<file path="src/rtl/pwm_capture_channel_pkg.sv">
// pwm_capture_channel_pkg: register map, status bit layout and divider states
package pwm_capture_channel_pkg;
    localparam int DutyW = 8;
    localparam logic [1:0] PwmCapAdrDuty   = 2'd0;
    localparam logic [1:0] PwmCapAdrStatus = 2'd1;
    localparam logic [1:0] PwmCapAdrPerLo  = 2'd2;
    localparam logic [1:0] PwmCapAdrPerHi  = 2'd3;
    localparam int StValid   = 0;
    localparam int StStale   = 1;
    localparam int StPwm     = 2;
    localparam int StOvf     = 3;
    localparam int OvfClrBit = 2;
    typedef enum logic {DivIdle, DivRun} div_state_e;
endpackage

</file>
<file path="src/rtl/pwm_capture_channel_if.sv">
// pwm_capture_channel_if: single-cycle Wishbone register port of the capture channel
interface pwm_capture_channel_if;
    logic       stb;
    logic       we;
    logic [1:0] adr;
    logic [7:0] dat_w;
    logic [7:0] dat_r;
    logic       ack;
    modport master (output stb, we, adr, dat_w, input dat_r, ack);
    modport slave  (input stb, we, adr, dat_w, output dat_r, ack);
endinterface

</file>
<file path="src/rtl/pwm_capture_div.sv">
// pwm_capture_div: restoring divider producing high*256/period as an 8-bit fraction
module pwm_capture_div
    import pwm_capture_channel_pkg::*;
#(
    parameter int CntW = 16
) (
    input  logic             clk_i,
    input  logic             rst_i,
    input  logic             i_start,
    input  logic             i_abort,
    input  logic [CntW-1:0]  i_num,
    input  logic [CntW-1:0]  i_den,
    output logic             o_busy,
    output logic             o_done,
    output logic [DutyW-1:0] o_quo
);
    div_state_e       r_state;
    logic [CntW:0]    r_rem;
    logic [CntW-1:0]  r_den;
    logic [DutyW-1:0] r_quo;
    logic [2:0]       r_iter;
    logic             r_done;
    logic [CntW:0]    w_sh;
    logic             w_ge;

    assign w_sh   = {r_rem[CntW-1:0], 1'b0};
    assign w_ge   = w_sh >= {1'b0, r_den};
    assign o_busy = r_state == DivRun;
    assign o_done = r_done;
    assign o_quo  = r_quo;

    // Load operands on start (a new start always wins), else shift one quotient bit per cycle
    always_ff @(posedge clk_i or posedge rst_i) begin
        if (rst_i) begin
            r_state <= DivIdle;
            r_rem   <= '0;
            r_den   <= '0;
            r_quo   <= '0;
            r_iter  <= '0;
            r_done  <= 1'b0;
        end else begin
            r_done <= 1'b0;
            if (i_start) begin
                r_den  <= i_den;
                r_rem  <= {1'b0, i_num};
                r_iter <= 3'd7;
                if (i_num >= i_den) begin
                    r_quo   <= '1;
                    r_done  <= 1'b1;
                    r_state <= DivIdle;
                end else begin
                    r_state <= DivRun;
                end
            end else if (i_abort) begin
                r_state <= DivIdle;
            end else if (r_state == DivRun) begin
                r_rem  <= w_ge ? w_sh - {1'b0, r_den} : w_sh;
                r_quo  <= {r_quo[DutyW-2:0], w_ge};
                r_iter <= r_iter - 3'd1;
                if (r_iter == 3'd0) begin
                    r_state <= DivIdle;
                    r_done  <= 1'b1;
                end
            end
        end
    end
endmodule

</file>
<file path="src/rtl/pwm_capture_channel.sv">
// pwm_capture_channel: measures period/high time of pwm_i and exposes duty over Wishbone
module pwm_capture_channel
    import pwm_capture_channel_pkg::*;
#(
    parameter int CntW       = 16,
    parameter int SyncStages = 2
) (
    input  logic                 clk_i,
    input  logic                 rst_i,
    input  logic                 pwm_i,
    pwm_capture_channel_if.slave wb
);
    localparam logic [CntW-1:0] CntMax = '1;

    logic [SyncStages-1:0] r_sync;
    logic                  r_pwm_d;
    logic [CntW-1:0]       r_cnt;
    logic [CntW-1:0]       r_hi;
    logic [CntW-1:0]       r_period;
    logic [CntW-9:0]       r_shadow;
    logic [DutyW-1:0]      r_duty;
    logic                  r_valid;
    logic                  r_stale;
    logic                  r_ovf;
    logic                  r_armed;
    logic                  w_pwm_s;
    logic                  w_rise;
    logic                  w_sat;
    logic                  w_meas;
    logic                  w_timeout;
    logic                  w_rd_perlo;
    logic                  w_ovf_clr;
    logic                  w_busy;
    logic                  w_done;
    logic [DutyW-1:0]      w_quo;
    logic [7:0]            w_status;
    logic                  w_unused;

    assign w_pwm_s    = r_sync[SyncStages-1];
    assign w_rise     = w_pwm_s & ~r_pwm_d;
    assign w_sat      = r_cnt == CntMax;
    assign w_meas     = w_rise & r_armed & ~w_sat;
    assign w_timeout  = w_sat & ~w_rise;
    assign w_rd_perlo = wb.stb & ~wb.we & (wb.adr == PwmCapAdrPerLo);
    assign w_ovf_clr  = wb.stb & wb.we & (wb.adr == PwmCapAdrStatus) & wb.dat_w[OvfClrBit];
    assign w_unused   = ^{wb.dat_w[7:OvfClrBit+1], wb.dat_w[OvfClrBit-1:0]};

    pwm_capture_div #(.CntW(CntW)) u_div (
        .clk_i  (clk_i),
        .rst_i  (rst_i),
        .i_start(w_meas),
        .i_abort(w_timeout & w_busy),
        .i_num  (r_hi),
        .i_den  (r_cnt),
        .o_busy (w_busy),
        .o_done (w_done),
        .o_quo  (w_quo)
    );

    // Bring pwm_i into the clock domain and keep last level for edge detection
    always_ff @(posedge clk_i or posedge rst_i) begin
        if (rst_i) begin
            r_sync  <= '0;
            r_pwm_d <= 1'b0;
        end else begin
            r_sync  <= {r_sync[SyncStages-2:0], pwm_i};
            r_pwm_d <= w_pwm_s;
        end
    end

    // Period and high-time counters restart at each rise (the rise cycle counts as 1)
    always_ff @(posedge clk_i or posedge rst_i) begin
        if (rst_i) begin
            r_cnt <= '0;
            r_hi  <= '0;
        end else if (w_rise) begin
            r_cnt <= CntW'(1);
            r_hi  <= CntW'(1);
        end else begin
            r_cnt <= w_sat ? r_cnt : r_cnt + CntW'(1);
            r_hi  <= (r_hi == CntMax) ? r_hi : r_hi + CntW'(w_pwm_s);
        end
    end

    // Capture a measurement on an armed rise; a saturated count marks the input stale
    always_ff @(posedge clk_i or posedge rst_i) begin
        if (rst_i) begin
            r_period <= '0;
            r_valid  <= 1'b0;
            r_stale  <= 1'b1;
            r_armed  <= 1'b0;
            r_ovf    <= 1'b0;
            r_duty   <= '0;
        end else begin
            if (w_meas) begin
                r_period <= r_cnt;
                r_valid  <= 1'b1;
                r_stale  <= 1'b0;
            end else if (w_timeout) begin
                r_period <= CntMax;
                r_stale  <= 1'b1;
            end
            r_armed <= w_rise ? 1'b1 : w_timeout ? 1'b0 : r_armed;
            r_ovf   <= w_timeout ? 1'b1 : w_ovf_clr ? 1'b0 : r_ovf;
            r_duty  <= w_timeout ? {DutyW{w_pwm_s}} : w_done ? w_quo : r_duty;
        end
    end

    // Reading the low period byte freezes the upper bits for a coherent follow-up read
    always_ff @(posedge clk_i or posedge rst_i) begin
        if (rst_i) begin
            r_shadow <= '0;
        end else if (w_rd_perlo) begin
            r_shadow <= r_period[CntW-1:8];
        end
    end

    // Assemble the status register from its individual flags
    always_comb begin
        w_status          = '0;
        w_status[StValid] = r_valid;
        w_status[StStale] = r_stale;
        w_status[StPwm]   = w_pwm_s;
        w_status[StOvf]   = r_ovf;
    end

    assign wb.ack   = wb.stb;
    assign wb.dat_r = !wb.stb                      ? 8'h00 :
                      (wb.adr == PwmCapAdrDuty)    ? r_duty :
                      (wb.adr == PwmCapAdrStatus)  ? w_status :
                      (wb.adr == PwmCapAdrPerLo)   ? r_period[7:0] :
                                                     r_shadow[7:0];
endmodule

</file>
<file path="src/flat_wrapper.sv">
// flat-port wrapper written by rule: the top's interface ports become plain ports
module pwm_capture_channel_flat import pwm_capture_channel_pkg::*;
#(
    parameter int CntW       = 16,
    parameter int SyncStages = 2
)
  (clk_i, rst_i, pwm_i, wb_stb, wb_we, wb_adr, wb_dat_w, wb_dat_r, wb_ack);
  pwm_capture_channel_if wb_i ();
  input  logic clk_i;
  input  logic rst_i;
  input  logic pwm_i;
  input wire logic [$bits(wb_i.stb)-1:0] wb_stb;
  input wire logic [$bits(wb_i.we)-1:0] wb_we;
  input wire logic [$bits(wb_i.adr)-1:0] wb_adr;
  input wire logic [$bits(wb_i.dat_w)-1:0] wb_dat_w;
  output wire logic [$bits(wb_i.dat_r)-1:0] wb_dat_r;
  output wire logic [$bits(wb_i.ack)-1:0] wb_ack;
  assign wb_i.stb = wb_stb;
  assign wb_i.we = wb_we;
  assign wb_i.adr = wb_adr;
  assign wb_i.dat_w = wb_dat_w;
  assign wb_dat_r = wb_i.dat_r;
  assign wb_ack = wb_i.ack;
  pwm_capture_channel #(.CntW(CntW), .SyncStages(SyncStages)) u_core (.clk_i(clk_i), .rst_i(rst_i), .pwm_i(pwm_i), .wb(wb_i));
endmodule
</file>
<file path="config.mk">
export PLATFORM = sky130hd
export DESIGN_NAME = pwm_capture_channel_flat
export DESIGN_NICKNAME = d
export VERILOG_FILES = /design/src/rtl/pwm_capture_channel_pkg.sv /design/src/rtl/pwm_capture_channel_if.sv /design/src/rtl/pwm_capture_div.sv /design/src/rtl/pwm_capture_channel.sv /design/src/flat_wrapper.sv
export SDC_FILE = /design/constraint.sdc
export NUM_CORES = 1
export LEC_CHECK = 0
export CORE_UTILIZATION = 40
export CTS_BUF_LIST = sky130_fd_sc_hd__clkbuf_4
export DETAILED_ROUTE_END_ITERATION = 10
export DONT_BUFFER_PORTS = 1
export HOLD_SLACK_MARGIN = 0.05
export SLEW_MARGIN = 20
export SYNTH_ARGS = -nofsm -noshare
export SYNTH_HDL_FRONTEND = slang
export SYNTH_SLANG_ARGS = --single-unit
</file>
<file path="constraint.sdc">
create_clock -name clk_i -period 10.5 [get_ports clk_i]
set_input_delay 2.625 -clock clk_i [delete_from_list [all_inputs] [get_ports clk_i]]
set_output_delay 2.625 -clock clk_i [all_outputs]
set_load 0.02 [all_outputs]
</file>
==> flow_summary.ini <==
[worst_setup_path]
worstSetupStartpointType = input pin
critPathArrivalTime_ns = 3.41
worstSetupPathType = input pin to output port
cp_max_fo = 11
end_kind = output port
crit_required_ns = 7.88

[global_route]
antenna_found_initial = 0
grt_pass1_vias = 4849
grt_start_max_net_pins = 67
grt_overflow = 0
grt_pass1_wl_um = 25300
grt_usage_pct = 20.1

[clocking]
clkSlewWorstSetupHoldPaths_ns = 0.11
cts_inserted_buffers = 17
post-cts-setup-buffer-count = 0
cts_tree = done
clkSinkCount = 116
clock_path_buffers = 2
insertion_delay_ns = 0.53
cts.repair.resized = 0
hold_buffers = 0
cts-root-buf = clkbuf_4
cts_max_level = 4

[sta]
holdWs_ns = 0.360
setup_violations = 0
finalHoldViolations = 0
setup_tns_ns = 0
fmax_mhz = 166
rsz0062_at_grt = false
maxSlewViolCount = 0
fin_crit_ns = 6.04
tightest_slew_ns = 0.927
fin_crit_sh_pct = 57.5
relSlewSlack_pct = 38.2
finClkSkew_ns = 0.0204

[outcome]
outcome = complete, no violations

[floorplanning]
io_pins = 24
die_w_um = 129
fp.dieH_um = 129
core-area_sq_um = 15400
initial_core_util_pct = 41.5
core.rowCount = 45
dieArea_sq_um = 16500

[detailed_routing]
drt_wl_total_um = 15400
drtAntennaViolNets = 0
route.detailed.wl_per_inst_um = 17.4
drt_iter0_drc = 364
vias = 4895
firstDrtPassIters = 5
drc_errors = 0
routed_via_density = 5.52

[final_layout]
mostFrequentLayoutCells = dfrtp_1 (115), nand2_1 (64), nor2_1 (51)
utilization_pct = 44.5
drive_gt1_share_pct = 8.89
design_area_sq_um = 6870
area_growth_pct = 7.18
nets = 715
layout_commonest_cell = dfrtp_1

[logic_synthesis]
mappedNetlistArea_sq_um = 6410
async_reset_ff_share_pct = 100
yosys.cell_types.count = 59
synth.yosys.seq_area_share_pct = 45.3
synthTopCellsByArea = dfrtp_1 (45%), ha_1 (7.2%), nand2_1 (3.7%)
synth_nets = 721
yosysWarningCount = 0
synth-edff-count = 0
yosys.area.top_type = dfrtp_1
yosys_register_bits = 116
synth_area_per_cell_sq_um = 9.60
ys.flop_type = dfrtp_1
synthCells = 668
synth_top_area_share_pct = 44.9

[placement]
gp_congestion = 0.884
placed_area_sq_um = 6580
place_hpwl_um = 11200
io_buffers = 0

[hold_path]
hp-class = register to register

[power]
powerDensity_nw_per_um2 = 230
p_leak_nw = 3.09
ir_drop_mv = 0.0898

[job]
maxCapViolCount = 0
[metrics by stage]
stage	power (mW)	setup WS, ns	instances
2_1_floorplan	1.11	4.10	668
3_3_place_gp	1.23	4.49	854
3_5_place_dp	1.24	4.47	854
4_1_cts	1.58	4.46	886
5_1_grt	1.70	4.45	886
6_report	1.58	4.46	887
[critical path: stages]
cell and delay (ns):
nor2_1 0.25, a22oi_1 0.16, nor2b_1 0.37
[kinds of logic (layout without fill, tap and decap cells)]
logic type | after synthesis | after routing | share of synthesized area (%)
fa+ha+maj | 38 | 38 | 7.53
flops | 116 | 116 | 45.3
xor+xnor | 38 | 38 | 5.19
compound gates | 156 | 156 | 15.3
other cells | 0 | 1 | 0
simple gates | 209 | 209 | 15.5
mux | 32 | 32 | 6.03
buf+inv | 79 | 86 | 5.13
[routing by layer]
metal  up-vias  GRT usage [%]  wire [um]
met3        17           4.32        651
li1       2342              -          -
met1      2428           27.6       7320
met2       108           31.4       7230
met4         0           6.85        228
met5         -              0          0
[registers in the layout (all words and copies together) (netlist names), 2 cells and up]
signal and count:
u_core.r_hi 16, u_core.u_div.o_quo 8, u_core.u_div.r_den 16, u_core.r_duty 8
u_core.r_cnt 16, u_core.u_div.r_rem 16, u_core.r_period 16, u_core.r_shadow 8
u_core.r_sync 2, u_core.u_div.r_iter 3
[worst paths after layout]
check,start,endpoint,slack [ns],cells past startpoint
max,wb_adr[1],wb_dat_r[6],4.46,3
min,u_core.r_sync[0]$_DFF_PP0_,u_core.r_sync[1]$_DFF_PP0_,0.36,0
max reg2reg,u_core.r_cnt[0]$_DFFE_PP0N_,u_core.u_div.r_rem[12]$_DFFE_PP0P_,7.34,7
min reg2reg,u_core.r_sync[0]$_DFF_PP0_,u_core.r_sync[1]$_DFF_PP0_,0.36,0
max in group asynchronous,rst_i,u_core.u_div.r_den[9]$_DFFE_PP0P_,7.19,2
min in group asynchronous,rst_i,u_core.u_div.r_den[12]$_DFFE_PP0P_,2.12,1
[synthesized netlist by cell type, types with 2 or more instances]
master / instances
a21oi_1: 37
inv_1: 49
a211oi_1: 6
or3_1: 3
o21ai_0: 47
buf_2: 10
nor3_1: 17
o22ai_1: 4
nand2b_1: 3
nor4_1: 4
nor3b_1: 2
and4_1: 2
xnor2_1: 22
clkbuf_1: 14
ha_1: 37
nor2b_1: 9
nand3_1: 20
o21a_1: 7
dfrtp_1: 115
nor2_1: 51
mux4_2: 4
a22oi_1: 11
o211ai_1: 6
nand2_1: 64
o31ai_1: 3
a22o_1: 5
and2_1: 8
a31oi_1: 8
mux2_2: 13
and3_1: 7
buf_4: 3
mux2i_1: 15
a2111oi_0: 2
nand4_1: 11
a21o_1: 6
a211o_1: 3
a221o_1: 2
xor2_1: 16
o311ai_0: 2
[cell type report]
type	instances	area (sq um)
antenna	1	2.50
clock buffer	17	128
clock inverter	15	165
fill	1505	8560
inverter	49	186
multi-input combinational	473	3180
sequential	116	2900
tap	211	264
timing repair buffer	5	37.5
[where the power goes]
part | switching, mW | internal [mW] | total [mW]
sequential | 0.0786 | 0.525 | 0.603
combinational | 0.363 | 0.278 | 0.641
clock | 0.173 | 0.161 | 0.335
total | 0.614 | 0.965 | 1.58
Note: power is estimated with default switching activity, not from simulation.
